File: src/rtl/apb_req_master.sv
// apb_req_master: queues host read/write commands in a small FIFO and runs
// each one as a single req/ready transaction on the downstream slave
// (IDLE -> SETUP -> ACCESS -> DONE), returning one response per command.
module apb_req_master #(
   parameter int ADDR_W     = 4,
   parameter int DATA_W     = 32,
   parameter int FIFO_DEPTH = 4,
   parameter int TIMEOUT    = 255
) (
   input  logic              clk,
   input  logic              rst,
   // host command side
   input  logic              cmd_valid,
   output logic              cmd_ready,
   input  logic              cmd_op,
   input  logic [ADDR_W-1:0] cmd_addr,
   input  logic [DATA_W-1:0] cmd_wdata,
   // slave side
   output logic              req,
   output logic              op,
   output logic [ADDR_W-1:0] addr,
   output logic [DATA_W-1:0] wdata,
   input  logic              ready,
   input  logic [DATA_W-1:0] rdata,
   // host response side
   output logic              rsp_valid,
   output logic              rsp_op,
   output logic [DATA_W-1:0] rsp_rdata,
   output logic              rsp_err,
   output logic              busy
);

   localparam int PTR_W = (FIFO_DEPTH > 1) ? $clog2(FIFO_DEPTH) : 1;
   localparam int CNT_W = $clog2(FIFO_DEPTH + 1);
   localparam int TO_W  = $clog2(TIMEOUT + 1);

   typedef enum logic [1:0] {IDLE, SETUP, ACCESS, DONE} state_t;

   // ---------------------------------------------------------------- FIFO
   logic [FIFO_DEPTH-1:0]             fifo_op_q;
   logic [FIFO_DEPTH-1:0][ADDR_W-1:0] fifo_addr_q;
   logic [FIFO_DEPTH-1:0][DATA_W-1:0] fifo_wdata_q;
   logic [PTR_W-1:0]                  wr_ptr_q, rd_ptr_q;
   logic [CNT_W-1:0]                  count_q, count_d;
   logic                              full, empty, push, pop;

   state_t            state_q, state_d;
   logic [TO_W-1:0]   to_cnt_q, to_cnt_d;
   logic              req_q, req_d;
   logic              op_q, op_d;
   logic [ADDR_W-1:0] addr_q, addr_d;
   logic [DATA_W-1:0] wdata_q, wdata_d;
   logic              rsp_valid_q, rsp_valid_d;
   logic              rsp_op_q, rsp_op_d;
   logic [DATA_W-1:0] rsp_rdata_q, rsp_rdata_d;
   logic              rsp_err_q, rsp_err_d;
   logic              busy_q, busy_d;

   // Full is decided on the registered count alone, so a pop in the same
   // cycle never opens room for a push.
   assign full      = (count_q == CNT_W'(FIFO_DEPTH));
   assign empty     = (count_q == '0);
   assign cmd_ready = !full;
   assign push      = cmd_valid && !full;
   assign pop       = (state_q == IDLE) && !empty;

   // Occupancy next-state: simultaneous push and pop leave it unchanged.
   always_comb begin
      count_d = count_q;
      if (push && !pop)      count_d = count_q + CNT_W'(1);
      else if (!push && pop) count_d = count_q - CNT_W'(1);
   end

   // FIFO pointers and occupancy; pointers wrap naturally (power-of-2 depth).
   always_ff @(posedge clk) begin
      if (rst) begin
         wr_ptr_q <= '0;
         rd_ptr_q <= '0;
         count_q  <= '0;
      end else begin
         count_q <= count_d;
         if (push) wr_ptr_q <= wr_ptr_q + PTR_W'(1);
         if (pop)  rd_ptr_q <= rd_ptr_q + PTR_W'(1);
      end
   end

   // FIFO storage; contents need no reset because occupancy guards reads.
   always_ff @(posedge clk) begin
      if (push) begin
         fifo_op_q[wr_ptr_q]    <= cmd_op;
         fifo_addr_q[wr_ptr_q]  <= cmd_addr;
         fifo_wdata_q[wr_ptr_q] <= cmd_wdata;
      end
   end

   // ----------------------------------------------------------------- FSM
   // Next-state and next-output decode; all outputs come from registers so
   // req/rsp_valid are decoded from the state being entered.
   always_comb begin
      state_d     = state_q;
      to_cnt_d    = to_cnt_q;
      op_d        = op_q;
      addr_d      = addr_q;
      wdata_d     = wdata_q;
      rsp_op_d    = rsp_op_q;
      rsp_rdata_d = rsp_rdata_q;
      rsp_err_d   = rsp_err_q;
      unique case (state_q)
         IDLE: begin
            if (!empty) begin
               op_d    = fifo_op_q[rd_ptr_q];
               addr_d  = fifo_addr_q[rd_ptr_q];
               wdata_d = fifo_wdata_q[rd_ptr_q];
               state_d = SETUP;
            end
         end
         SETUP: begin
            // One req-low cycle with stable addr so the slave sees a clean edge.
            to_cnt_d = '0;
            state_d  = ACCESS;
         end
         ACCESS: begin
            if (ready) begin
               // ready takes priority over a coincident timeout
               rsp_rdata_d = op_q ? rdata : '0;
               rsp_err_d   = 1'b0;
               rsp_op_d    = op_q;
               to_cnt_d    = '0;
               state_d     = DONE;
            end else if (to_cnt_q == TO_W'(TIMEOUT - 1)) begin
               rsp_rdata_d = '0;
               rsp_err_d   = 1'b1;
               rsp_op_d    = op_q;
               to_cnt_d    = '0;
               state_d     = DONE;
            end else begin
               to_cnt_d = to_cnt_q + TO_W'(1);
            end
         end
         DONE: begin
            to_cnt_d = '0;
            state_d  = IDLE;
         end
         default: state_d = IDLE;
      endcase
      req_d       = (state_d == ACCESS);
      rsp_valid_d = (state_d == DONE);
      busy_d      = (count_d != '0) || (state_d != IDLE);
   end

   // State, timeout counter and registered outputs.
   always_ff @(posedge clk) begin
      if (rst) begin
         state_q     <= IDLE;
         to_cnt_q    <= '0;
         req_q       <= 1'b0;
         op_q        <= 1'b0;
         addr_q      <= '0;
         wdata_q     <= '0;
         rsp_valid_q <= 1'b0;
         rsp_op_q    <= 1'b0;
         rsp_rdata_q <= '0;
         rsp_err_q   <= 1'b0;
         busy_q      <= 1'b0;
      end else begin
         state_q     <= state_d;
         to_cnt_q    <= to_cnt_d;
         req_q       <= req_d;
         op_q        <= op_d;
         addr_q      <= addr_d;
         wdata_q     <= wdata_d;
         rsp_valid_q <= rsp_valid_d;
         rsp_op_q    <= rsp_op_d;
         rsp_rdata_q <= rsp_rdata_d;
         rsp_err_q   <= rsp_err_d;
         busy_q      <= busy_d;
      end
   end

   assign req       = req_q;
   assign op        = op_q;
   assign addr      = addr_q;
   assign wdata     = wdata_q;
   assign rsp_valid = rsp_valid_q;
   assign rsp_op    = rsp_op_q;
   assign rsp_rdata = rsp_rdata_q;
   assign rsp_err   = rsp_err_q;
   assign busy      = busy_q;

endmodule

File: config.mk
export PLATFORM = sky130hd
export DESIGN_NAME = apb_req_master
export DESIGN_NICKNAME = d
export VERILOG_FILES = /design/src/rtl/apb_req_master.sv
export SDC_FILE = /design/constraint.sdc
export NUM_CORES = 1
export LEC_CHECK = 0
export ABC_AREA = 1
export CORE_ASPECT_RATIO = 1.2
export CORE_MARGIN = 8
export CORE_UTILIZATION = 40
export CTS_BUF_LIST = sky130_fd_sc_hd__clkbuf_4 sky130_fd_sc_hd__clkbuf_8 sky130_fd_sc_hd__clkbuf_16
export DETAILED_ROUTE_END_ITERATION = 10
export GPL_TIMING_DRIVEN = 0
export PLACE_DENSITY_LB_ADDON = 0.12
export REMOVE_ABC_BUFFERS = 1
export SLEW_MARGIN = 30
export SYNTH_ARGS = -nofsm -noshare
export SYNTH_HDL_FRONTEND = slang
export SYNTH_SLANG_ARGS = --single-unit
File: constraint.sdc
create_clock -name clk -period 5.8 [get_ports clk]
set_clock_uncertainty 0.1 [all_clocks]
set_input_delay 1.16 -clock clk [delete_from_list [all_inputs] [get_ports clk]]
set_output_delay 1.16 -clock clk [all_outputs]
set_load 0.05 [all_outputs]
==> results of run 1 <==
[per-stage QoR]
step	total power [mW]	worst slack (ps)	instance area, um2	util [%]
2_1_floorplan	3.36	2300	8870	-
3_3_place_gp	4.01	154	10700	47.6
3_5_place_dp	4.09	2600	11000	49.0
4_1_cts	5.76	2320	11900	52.9
5_1_grt	5.99	2280	11900	52.9
6_report	5.67	2340	11900	52.9
[logic make-up after synthesis]
group | count (synthesis) | synth area share (%)
AO/OA/AOI/OAI | 206 | 11.9
XOR/XNOR | 3 | 0.287
adder cells (fa/ha/maj) | 9 | 1.23
buffers and inverters | 116 | 5.66
flip-flops | 239 | 68.5
AND/OR/NAND/NOR | 281 | 12.5
[sequential cells by signal (all words and copies together) (netlist names), 3 cells and up]
name / count
addr: 4
count_q: 3
fifo_addr_q: 16
fifo_op_q: 4
fifo_wdata_q: 128
rsp_rdata: 32
to_cnt_q: 8
wdata: 32
[worst max-delay path by stage]
| stage | to | slack, ps | cells past startpoint | start |
|---|---|---|---|---|
| floorplan | fifo_addr_q[0] | 2300 | 2 | cmd_valid |
| finish | op | 2340 | 1 | op |
| global route | op | 2280 | 1 | op |
| CTS | op | 2320 | 1 | op |
| global placement | rsp_err | 150 | 4 | rst |
| detailed placement | fifo_wdata_q[50] | 2600 | 4 | cmd_valid |
[cell usage in the layout (no fill, tap or decap), types with 4 or more instances in the layout]
cell type / synthesis / routed
nor2_1: 162 / 158
edfxtp_1: 148 / 148
clkdlybuf4s50_1: 0 / 146
dfxtp_1: 91 / 88
nand2_1: 68 / 68
o21ai_0: 66 / 66
inv_1: 58 / 57
o21ai_1: 53 / 53
a21oi_1: 48 / 48
nand3_1: 40 / 40
o22ai_1: 37 / 37
clkbuf_16: 0 / 25
ha_1: 9 / 9
clkinv_2: 0 / 8
buf_16: 0 / 7
nor2_4: 0 / 5
inv_2: 5 / 5
bufinv_16: 0 / 4
[final cells by class]
cell class	instances	area [um2]
Antenna cell	1	2.50
Clock buffer	28	667
Clock inverter	17	195
Fill cell	1990	10600
Inverter	63	239
Multi-Input combinational cell	499	2410
Sequential cell	239	6270
Tap cell	279	349
Timing Repair Buffer	158	1740
[power by group through the flow]
stage	sequential, mW	combinational, mW	clock [mW]
detailed placement	2.22	1.87	0
finish	2.19	1.83	1.65
floorplan	2.57	0.792	0
CTS	2.19	1.88	1.69
global placement	2.29	1.72	0
global route	2.21	2.03	1.75
[routing by layer]
layer / wire length, um / up-vias / track usage [%] / share of wire, %
li1: - / 3191 / - / -
met3: 1420 / 33 / 3.52 / 6.6
met2: 10300 / 163 / 26.3 / 48
met1: 9460 / 3038 / 18.1 / 44
met5: 13 / - / 0 / 0.060
met4: 462 / 2 / 4.16 / 2.1
==> results.sh, run 1 <==
export IMPL_cts_made_buffers=25
export IMPL_async_flop_share_pct=0
export IMPL_synth_edf_count=148
export IMPL_die_w_um=154
export IMPL_clk_latency_ps=500
export IMPL_cts_tree="built"
export IMPL_antenna_found_initial=1
export IMPL_rsz0062_at_grt="no"
export IMPL_areaGrowthSynthToFinish_pct=29.7
export IMPL_chipHeight_um=182
export IMPL_wl_um=21700
export IMPL_tightest_slew_ps=885
export IMPL_power_share_switching_pct=35.9
export IMPL_hold_viol=0
export IMPL_clkPwrFrac_pct=29.1
export IMPL_grt_pass1_wl_um=33900
export IMPL_min_from="rsp_rdata[20]"
export IMPL_crit_path_end_kind="output pin"
export IMPL_crit_family="buffers and inverters"
export IMPL_synthTopCellsByCount="nor2_1, edfxtp_1, dfxtp_1"
export IMPL_synth_area_leader_cell="edfxtp_1"
export IMPL_min_path_cells=2
export IMPL_final_cells=1284
export IMPL_dp_hpwl_um=13200
export IMPL_numPortBuffers=147
export IMPL_yosysMostFrequentCell="nor2_1"
export IMPL_viasPerCell=5.01
export IMPL_period_minus_slack_ps=3460
export IMPL_setup_tns_ps=0
export IMPL_r2r_cells=7
export IMPL_drt_iter0_markers=283
export IMPL_synth_seq_area_share_pct=68.5
export IMPL_min_to="rsp_rdata[20]"
export IMPL_crit_type="flop to output pin"
export IMPL_syn_area_um2=9150
export IMPL_fmax_mhz=289
export IMPL_initial_core_util_pct=40.8
export IMPL_cts_sinks=239
export IMPL_worst_path_buf_inv=1
export IMPL_boundaryPins=148
export IMPL_internal_power_mw=3.63
export IMPL_core_um2=22400
export IMPL_dr_pass1_iters=4
export IMPL_vias=6427
export IMPL_root_buffer="clkbuf_16"
export IMPL_layout_drive_gt1_share_pct=7.77
export IMPL_grt_pass1_vias=6375
export IMPL_synth_cell_types=26
export IMPL_synthCells=854
export IMPL_switchingPower_mw=2.03
export IMPL_clock_path_buffers=3
export IMPL_grt_ovfl_total=0
export IMPL_ctsResizeCount=0
export IMPL_status="complete, no violations"
export IMPL_post_route_period_util_pct=59.7
export IMPL_cp_max_fo=34
export IMPL_ctsHoldBuffers=0
export IMPL_drt_wirelength_per_cell_um=16.9
export IMPL_crit_slowest_cell="clkdlybuf4s50_1"
export IMPL_hold_class="flop to flop"
export IMPL_drc=0
export IMPL_cp_required_ps=4540
export IMPL_r2r_start="state_q[1]"
export IMPL_crit_chain="clkdlybuf4s50_1"
export IMPL_start_kind="flop"
export IMPL_placed_cells=1238
export IMPL_slowest_delay_ps=930
export IMPL_grt_max_degree=76
export IMPL_ant_nets=0
export IMPL_r2r_end="wdata[24]"
export IMPL_final_max_slew_violation_count=0
export IMPL_postCtsSetupRepairBufs=0
export IMPL_setup_viol=0
export IMPL_max_slew_margin_pct=40.9
export IMPL_reg2reg_slack_ps=3130
export IMPL_pwr_share_comb_pct=32.3
export IMPL_critPathArrivalTime_ps=2200
export IMPL_cap_violations=0
export IMPL_yosys_warnings=0
export IMPL_leakagePower_nw=4.35
export IMPL_path_clk_slew_ps=60
export IMPL_synth_main_ff_cell="edfxtp_1"
export IMPL_syn_area_per_cell_um2=10.7
export IMPL_seqPwrFrac_pct=38.6
export IMPL_irDropWorstVdd_v=0.000295
export IMPL_powerDensity_nw_per_um2=477
export IMPL_grt_use_total_pct=15.0
export IMPL_synth_top_area_share_pct=48.6
export IMPL_place_congestion=0.724
export IMPL_synth_seq_cells=239
export IMPL_dieArea_um2=28000
export IMPL_nets=1068
export IMPL_finalHoldWorstSlack_ps=359
export IMPL_htree_levels=1
export IMPL_num_rows=60
export IMPL_synth_area_leaders="edfxtp_1, dfxtp_1, nor2_1, o21ai_0, o21ai_1"
(Power assumes the default switching activity.)
==> run 2, diff against run 1 <==
- clock period: 5.8 -> 3.6 ns (I/O delays scaled with it)
==> results of run 2 <==
Same layout as run 1 (identical final DEF). Status: complete, no violations.
Among the figures that moved: setup slack after placement 2600 ps -> 837 ps; setup slack after layout 2340 ps -> 578 ps; register-to-register setup slack 3130 ps -> 930 ps; total power 5.67 mW -> 9.13 mW; worst IR drop on VDD 0.000295 V -> 0.000475 V
==> run 3, diff against run 2 <==
- clock period: 3.6 -> 2.5 ns (I/O delays scaled with it)
==> run 3 against run 2 <==
Via count barely moved. Non-clock buffer count did not move. Core utilization rose by 0.061 points. Register-to-register slack got worse by 710 ps. Cell area rose by 0.12%. Hold slack barely moved. Wire length rose by 0.11%. Die area did not move. Worst setup slack got worse by 440 ps. Critical endpoint is now cmd_ready.
==> results.sh, run 3 (same netlist as run 1, synthesis figures left out) <==
export IMPL_drt_iter0_markers=288
export IMPL_place_congestion=0.724
export IMPL_critPathArrivalTime_ps=1760
export IMPL_numPortBuffers=147
export IMPL_cap_violations=0
export IMPL_cts_made_buffers=25
export IMPL_wl_um=21700
export IMPL_boundaryPins=148
export IMPL_finalPower_mw=13.2
export IMPL_reg2reg_slack_ps=220
export IMPL_setup_tns_ps=0
export IMPL_dieArea_um2=28000
export IMPL_clk_latency_ps=500
export IMPL_post_route_period_util_pct=94.4
export IMPL_grt_max_degree=76
export IMPL_status="complete, no violations"
export IMPL_dr_pass1_iters=4
export IMPL_dp_hpwl_um=13200
export IMPL_initial_core_util_pct=40.8
export IMPL_leakagePower_nw=4.35
export IMPL_slowest_delay_ps=530
export IMPL_largest_register_ffs=128
export IMPL_path_clk_slew_ps=60
export IMPL_final_max_slew_violation_count=0
export IMPL_postCtsSetupRepairBufs=0
export IMPL_die_w_um=154
export IMPL_final_cells=1284
export IMPL_grt_pass1_wl_um=33900
export IMPL_drc=0
export IMPL_worst_slack_ps=139
export IMPL_fillers=1990
export IMPL_areaGrowthSynthToFinish_pct=29.8
export IMPL_start_kind="flop"
export IMPL_cp_required_ps=1900
export IMPL_cts_tree="built"
export IMPL_cts_sinks=239
export IMPL_final_util_pct=52.9
export IMPL_layout_drive_gt1_share_pct=7.77
export IMPL_period_minus_slack_ps=2360
export IMPL_num_rows=60
export IMPL_r2r_cells=6
export IMPL_placed_cells=1238
export IMPL_preCtsSetupSlack_ps=-240
export IMPL_nets=1068
export IMPL_ant_nets=0
export IMPL_fmax_mhz=424
export IMPL_irDropWorstVdd_v=0.000685
export IMPL_hold_class="flop to flop"
export IMPL_multi_input_area_um2=2420
export IMPL_root_buffer="clkbuf_16"
export IMPL_clock_path_buffers=3
export IMPL_tightest_slew_ps=778
export IMPL_drt_wirelength_per_cell_um=16.9
export IMPL_grt_use_total_pct=15.0
export IMPL_rsz0062_at_grt="no"
export IMPL_htree_levels=1
export IMPL_core_um2=22400
export IMPL_antenna_found_initial=1
export IMPL_crit_type="flop to output pin"
export IMPL_max_slew_margin_pct=48.1
export IMPL_powerDensity_nw_per_um2=1110
export IMPL_hold_viol=0
export IMPL_min_path_cells=2
export IMPL_grt_ovfl_total=0
export IMPL_seq_area_um2=6270
export IMPL_vias=6424
export IMPL_final_cell_mix="nor2_1, edfxtp_1, clkdlybuf4s50_1"
export IMPL_chipHeight_um=182
export IMPL_setup_viol=0
export IMPL_viasPerCell=5.00
export IMPL_layout_commonest_cell="nor2_1"
export IMPL_crit_path_end_kind="output pin"
export IMPL_crit_chain="inv_1 -> ha_1 -> nand2_1 -> dlygate4sd2_1"
export IMPL_ctsHoldBuffers=0
export IMPL_grt_pass1_vias=6370
export IMPL_regMostFlops="fifo_wdata_q"
export IMPL_crit_slowest_cell="dlygate4sd2_1"
export IMPL_cp_max_fo=3
## run 3: per-stage QoR
stage / cell area [um2] / hold WS (ps)
floorplan: 8870 / 352
CTS: 11900 / 362
global placement: 10700 / 347
global route: 11900 / 372
finish: 11900 / 359
detailed placement: 11000 / 354
## run 3: timing repair
action,4_1_cts,5_1_grt
endpoints found under the setup margin,40,39
pin swaps,0,0
resized for setup,3,3
## run 3: metal layers
| layer | up-vias | share of wire [%] | global-route usage [%] |
|---|---|---|---|
| li1 | 3191 | - | - |
| met1 | 3045 | 44 | 18.1 |
| met2 | 153 | 48 | 26.3 |
| met3 | 33 | 5.9 | 3.52 |
| met4 | 2 | 2.1 | 4.16 |
| met5 | - | 0.060 | 0 |
## run 3: worst max-delay path: cells and delay by family (launching register included)
kind                       cells  cell delay (ps)
adders and majority gates      1              220
buffers and inverters          2              620
DFF                            1              350
and+or+nand+nor                1               80
## run 3: path summary, 6_finish.rpt
| check | startpoint | endpoint |
|---|---|---|
| worst max-delay path | count_q[0] | cmd_ready |
| worst min-delay path | rsp_rdata[20] | rsp_rdata[20] |
| worst max register to register | count_q[0] | fifo_wdata_q[53] |
| worst min register to register | rsp_rdata[20] | rsp_rdata[20] |
## run 3: area by class of cell
cell class / count / area share, %
tap: 279 / 2.94
sequential: 239 / 52.8
multi-input combinational: 499 / 20.3
inverter: 63 / 2.05
clock buffer: 28 / 5.61
antenna: 1 / 0.0211
clock inverter: 17 / 1.64
timing repair buffer: 158 / 14.6
## run 3: report_power, final
group	internal, mW	switching (mW)	leakage (nW)	total (mW)
clock	2.33	1.49	0.424	3.82
sequential	4.77	0.311	2.10	5.08
combinational	1.33	2.93	1.82	4.27
total	8.43	4.73	4.35	13.2
